<file path="src/rtl/fp_mul_arbiter.sv">
// fp_mul_arbiter: round-robin sharing of one external FP32 multiplier among N_REQ requesters.
// Define FP_MUL_STICKY_FLAGS_EN to accumulate multiplier flags into sticky_exc/ovf/unf.
module fp_mul_arbiter #(
  parameter int N_REQ = 4
) (
  input  logic               clk,
  input  logic               rst,
  input  logic [N_REQ-1:0]   req_valid,
  input  logic [32*N_REQ-1:0] req_a,
  input  logic [32*N_REQ-1:0] req_b,
  output logic [N_REQ-1:0]   req_ready,
  output logic [N_REQ-1:0]   rsp_valid,
  input  logic [N_REQ-1:0]   rsp_ready,
  output logic [31:0]        rsp_result,
  output logic               rsp_exception,
  output logic               rsp_overflow,
  output logic               rsp_underflow,
  output logic [31:0]        mul_a,
  output logic [31:0]        mul_b,
  input  logic [31:0]        mul_result,
  input  logic               mul_exception,
  input  logic               mul_overflow,
  input  logic               mul_underflow,
  output logic               busy,
  input  logic               flag_clr,
  output logic               sticky_exc,
  output logic               sticky_ovf,
  output logic               sticky_unf
);

  // state    | meaning
  // ST_IDLE  | arbitrating; req_ready may assert for the round-robin winner
  // ST_ISSUE | winner's operands on mul_a/mul_b; product captured at next edge
  // ST_RESP  | response held on the bus until the granted requester accepts
  localparam logic [1:0] ST_IDLE  = 2'd0;
  localparam logic [1:0] ST_ISSUE = 2'd1;
  localparam logic [1:0] ST_RESP  = 2'd2;

  localparam int IW = (N_REQ > 1) ? $clog2(N_REQ) : 1;

  logic [1:0]       state_q, state_d;
  logic [IW-1:0]    rr_ptr_q, rr_ptr_d;
  logic [IW-1:0]    gnt_idx_q, gnt_idx_d;
  logic [31:0]      mul_a_q, mul_a_d;
  logic [31:0]      mul_b_q, mul_b_d;
  logic [31:0]      rsp_result_q, rsp_result_d;
  logic [2:0]       rsp_flags_q, rsp_flags_d;
  logic [N_REQ-1:0] rsp_valid_q, rsp_valid_d;

  logic             pick_found;
  logic [IW-1:0]    pick_idx;

  // Search starts one past the last winner so the last winner has lowest priority.
  always_comb begin
    pick_found = 1'b0;
    pick_idx   = '0;
    for (int k = 1; k <= N_REQ; k++) begin
      if (!pick_found && req_valid[(int'(rr_ptr_q) + k) % N_REQ]) begin
        pick_found = 1'b1;
        pick_idx   = IW'((int'(rr_ptr_q) + k) % N_REQ);
      end
    end
  end

  always_comb begin
    req_ready = '0;
    if (state_q == ST_IDLE && pick_found) begin
      req_ready[pick_idx] = 1'b1;
    end
  end

  always_comb begin
    state_d      = state_q;
    rr_ptr_d     = rr_ptr_q;
    gnt_idx_d    = gnt_idx_q;
    mul_a_d      = mul_a_q;
    mul_b_d      = mul_b_q;
    rsp_result_d = rsp_result_q;
    rsp_flags_d  = rsp_flags_q;
    rsp_valid_d  = rsp_valid_q;
    case (state_q)
      ST_IDLE: begin
        if (pick_found) begin
          mul_a_d   = req_a[32*int'(pick_idx) +: 32];
          mul_b_d   = req_b[32*int'(pick_idx) +: 32];
          gnt_idx_d = pick_idx;
          rr_ptr_d  = pick_idx;
          state_d   = ST_ISSUE;
        end
      end
      ST_ISSUE: begin
        rsp_result_d           = mul_result;
        rsp_flags_d            = {mul_exception, mul_overflow, mul_underflow};
        rsp_valid_d            = '0;
        rsp_valid_d[gnt_idx_q] = 1'b1;
        state_d                = ST_RESP;
      end
      ST_RESP: begin
        if (rsp_ready[gnt_idx_q]) begin
          rsp_valid_d = '0;
          state_d     = ST_IDLE;
        end
      end
      default: begin
        rsp_valid_d = '0;
        state_d     = ST_IDLE;
      end
    endcase
  end

  always_ff @(posedge clk) begin
    if (rst) begin
      state_q      <= ST_IDLE;
      rr_ptr_q     <= IW'(N_REQ - 1);
      gnt_idx_q    <= '0;
      mul_a_q      <= '0;
      mul_b_q      <= '0;
      rsp_result_q <= '0;
      rsp_flags_q  <= '0;
      rsp_valid_q  <= '0;
    end else begin
      state_q      <= state_d;
      rr_ptr_q     <= rr_ptr_d;
      gnt_idx_q    <= gnt_idx_d;
      mul_a_q      <= mul_a_d;
      mul_b_q      <= mul_b_d;
      rsp_result_q <= rsp_result_d;
      rsp_flags_q  <= rsp_flags_d;
      rsp_valid_q  <= rsp_valid_d;
    end
  end

  assign mul_a         = mul_a_q;
  assign mul_b         = mul_b_q;
  assign rsp_result    = rsp_result_q;
  assign rsp_exception = rsp_flags_q[2];
  assign rsp_overflow  = rsp_flags_q[1];
  assign rsp_underflow = rsp_flags_q[0];
  assign rsp_valid     = rsp_valid_q;
  assign busy          = (state_q != ST_IDLE);

`ifdef FP_MUL_STICKY_FLAGS_EN
  logic [2:0] sticky_q, sticky_d;

  // Clear is applied before the set so a flag raised on the clear edge survives.
  always_comb begin
    sticky_d = flag_clr ? 3'b000 : sticky_q;
    if (state_q == ST_ISSUE) begin
      sticky_d = sticky_d | {mul_exception, mul_overflow, mul_underflow};
    end
  end

  always_ff @(posedge clk) begin
    if (rst) begin
      sticky_q <= 3'b000;
    end else begin
      sticky_q <= sticky_d;
    end
  end

  assign sticky_exc = sticky_q[2];
  assign sticky_ovf = sticky_q[1];
  assign sticky_unf = sticky_q[0];
`else
  logic unused_flag_clr;
  assign unused_flag_clr = flag_clr;
  assign sticky_exc      = 1'b0;
  assign sticky_ovf      = 1'b0;
  assign sticky_unf      = 1'b0;
`endif

endmodule

</file>
<file path="config.mk">
export PLATFORM = sky130hd
export DESIGN_NAME = fp_mul_arbiter
export DESIGN_NICKNAME = d
export VERILOG_FILES = /design/src/rtl/fp_mul_arbiter.sv
export SDC_FILE = /design/constraint.sdc
export NUM_CORES = 1
export LEC_CHECK = 0
export CAP_MARGIN = 40
export CORE_AREA = 2 2 161 163
export DETAILED_ROUTE_END_ITERATION = 12
export DIE_AREA = 0 0 163 165
export GPL_TIMING_DRIVEN = 0
export PLACE_DENSITY = 0.63
export SETUP_SLACK_MARGIN = 0.5
export SLEW_MARGIN = 0
export SYNTH_ARGS = -nofsm -noshare
export SYNTH_HDL_FRONTEND = slang
export SYNTH_SLANG_ARGS = --single-unit
</file>
<file path="constraint.sdc">
create_clock -name clk -period 2.3 [get_ports clk]
set_clock_uncertainty 0.2 [all_clocks]
set_input_delay 0.23 -clock clk [delete_from_list [all_inputs] [get_ports clk]]
set_output_delay 0.23 -clock clk [all_outputs]
set_load 0.02 [all_outputs]
</file>
==> qor.yml <==
syn_inst: 614
ys_ff_latch: 109
placeable_core_area_mm2: 0.0250
setup_viol: 0
post-place-cells: 1354
drc: 0
tritoncts: "yes"
final_min_period_over_clock_period: 0.944
grt_max_degree: 22
p_leak_nw: 5.28
layout.filler_cells: 2392
synth_top_area_cell: "sky130_fd_sc_hd__dfxtp_1"
cts.sink_count: 109
finalCriticalPeriod_ps: 2170
netlist_area_mm2: 0.00575
hold_violations: 0
final-max-slew-violation-count: 0
floorplan.initialDensity: 0.230
insertion_delay_ps: 350
die_width_um: 163
outcome: "finished clean"
timing.critical_path.to_type: "output port"
maxSlewHeadroom: 0.499
synth-compound-area-share: 0.220
ys_warn_count: 0
die_y_um: 165
synth_ff_type: "sky130_fd_sc_hd__dfxtp_1"
maximum_buffer_depth_of_the_clock_tree: 2
flow.area_growth_from_synthesis_pct: 116
detailedPlacementHpwl_um: 21000
placement.setup.worst_slack_ps: -697
rows: 58
max_stage_delay_ps: 320
share_of_final_layout_standard_cells_stronger_than_drive_strength_1: 0.209
final_cell_utilization_of_the_core: 0.496
setup.worst_path.start_class: "register"
timing_worst_slew_pin_value_ps: 751
placed_inst_area_mm2: 0.0103
clkPwrFrac: 0.208
number_of_levels_the_h_tree_was_split_into: 3
crit_path_cell_trace: "or2_4, a21o_1, buf_6, nor3_4, buf_6, nor2b_4, buf_6"
stdcell_count: 1424
path_clk_slew_ps: 90
postLayoutCellArea_mm2: 0.0124
synth_async_sr_flop_share: 0
design.die.area_mm2: 0.0269
num-nets-final: 1388
critical_path_buf_inv_count: 3
post_synth_main_area_contributors: "sky130_fd_sc_hd__dfxtp_1 38%, sky130_fd_sc_hd__mux2i_1 18%, sky130_fd_sc_hd__o221ai_1 5.9%"
io_buffers: 407
power_switching_share: 0.360
max-vdd-ir-drop_uv: 354
grt-ovfl-total: 0
finalPower_w: 0.00788
ctsRootBufferMaster: "sky130_fd_sc_hd__clkbuf_16"
synth_cell_type_count: 38
synth-edff-count: 0
critPathSlowestCell: "sky130_fd_sc_hd__dfxtp_2"
path_common_cell: "sky130_fd_sc_hd__buf_6"
seqPwrFrac: 0.297
critical_path_required_ps: 1870
synth.top_cell.area_share: 0.379
pin_count: 413
drt_pass1_iterations: 4
timing_worst_setup_path_type: "reg -> out"
synth_simple_gate_area_share: 0.157
fin_ws_ps: 128
viasPerCell: 4.70
vias: 6688
p_int_w: 0.00504
arrival_ps: 1740
net-switching-power_w: 0.00283
path_delay_family: "simple AND/OR/NAND/NOR gates"
grt_setup_unrepaired: "yes"
synth_most_common_cell: "sky130_fd_sc_hd__dfxtp_1"
synth_adder_area_share: 0
max_freq_mhz: 460
synth_top_family_by_area: "compound AO/OA/AOI/OAI gates"
avg_cell_area_syn_um2: 9.37
global_route_wire_length_before_repair_um: 40700
tritoncts_buffers: 9
synth-seq-area-share: 0.379
dr.first_iter.drc_count: 201
track_usage: 0.202
synth_mux_area_frac: 0.183
synth_commonest_cells: "109 x sky130_fd_sc_hd__dfxtp_1, 103 x sky130_fd_sc_hd__mux2i_1, 72 x sky130_fd_sc_hd__nand2_1, 40 x sky130_fd_sc_hd__a21oi_1"
critPathMaxFanout: 3
gpl.final_weighted_congestion: 0.794
worstHoldPathType: "in -> reg"
detail-route-antenna-nets: 0
max-cap-violations: 0
routedWlPerCell_um: 20.2
p_comb_frac: 0.495
pwr_density_cell_mw_per_mm2: 635
antenna_violations_before_repair: 3
routed_wire_length_um: 28700
first_global_vias: 6860
synth-xor-area-share: 0
-- worst min-delay path: stages --
cell and delay [ps]:
sky130_fd_sc_hd__clkdlybuf4s50_1 390, sky130_fd_sc_hd__nand2_1 50, sky130_fd_sc_hd__a21oi_1 50
-- worst paths after layout --
path / startpoint / endpoint / slack (ps) / cells after the start
min: mul_result[29] / rsp_result[29]$_SDFFE_PP0P_ / 210 / 3
max reg2reg: state_q[0]$_SDFFE_PP0P_ / mul_b[10]$_SDFFE_PP0P_ / 200 / 10
min reg2reg: rsp_result[4]$_SDFFE_PP0P_ / rsp_result[4]$_SDFFE_PP0P_ / 260 / 2
max: state_q[0]$_SDFFE_PP0P_ / req_ready[2] / 130 / 7
-- power groups by stage --
stage	Sequential, W	Clock [W]	Combinational [W]
after floorplan	0.00267	0	0.00115
after global placement	0.00237	0	0.00295
after detailed placement	0.00238	0	0.00295
after CTS	0.00234	0.00169	0.00369
after global routing	0.00237	0.00176	0.00412
final	0.00234	0.00164	0.00390
-- through the flow --
stage / TNS (ps) / hold WS (ps)
2_1_floorplan: 0 / 166
3_3_place_gp: -22830 / 242
3_5_place_dp: -17100 / 246
4_1_cts: 0 / 187
5_1_grt: 0 / 201
6_report: 0 / 209
-- sequential cells by signal (all words and copies together) (netlist names) --
| name | cells |
|---|---|
| rsp_result | 32 |
| rr_ptr_q | 2 |
| gnt_idx_q | 2 |
| state_q | 2 |
| mul_b | 32 |
| rsp_flags_q | 3 |
| mul_a | 32 |
| rsp_valid | 4 |
-- cell families after synthesis --
group,after synthesis
AO/OA/AOI/OAI,169
AND/OR/NAND/NOR,167
flip-flops,109
multiplexers,104
buffers and inverters,64
other,1
-- per-layer routing --
metal / share of wire / global-route usage
met5: 0 / 0
met4: 0.021 / 0.0579
met3: 0.072 / 0.0532
met1: 0.40 / 0.233
met2: 0.51 / 0.366
-- area by class of cell --
type / instances / area [um2] / area share
Clock inverter: 7 / 75.1 / 0.00605
Buffer: 62 / 714 / 0.0576
Inverter: 2 / 7.51 / 0.000605
Timing Repair Buffer: 459 / 4820 / 0.389
Clock buffer: 9 / 225 / 0.0182
Antenna cell: 3 / 7.51 / 0.000605
Multi-Input combinational cell: 443 / 3950 / 0.318
Sequential cell: 109 / 2190 / 0.177
Tap cell: 330 / 413 / 0.0333
-- repair_timing --
item,4_1_cts,5_1_grt
hold buffers,0,0
resized for setup,220,104
pin swaps,27,35
endpoints found under the setup margin,115,143
buffers inserted,33,7
gates cloned,8,3
-- cell usage in the layout, fill, tap and decap left out, drive strengths merged, types with 2 or more instances in the layout --
cell type,count
a211oi,25
nor2,16
mux2i,103
dlygate4sd2,12
nand3b,39
clkbuf,42
inv,6
dfxtp,109
a221oi,24
a21oi,41
o21ai,6
nand3,2
buf,86
and2,26
o21bai,26
nor3,3
conb,3
diode,3
clkdlybuf4s50,351
dlymetal6s2s,38
clkinv,3
a22oi,2
nor2b,6
o221ai,39
nand2,72
(Power assumes the default switching activity.)
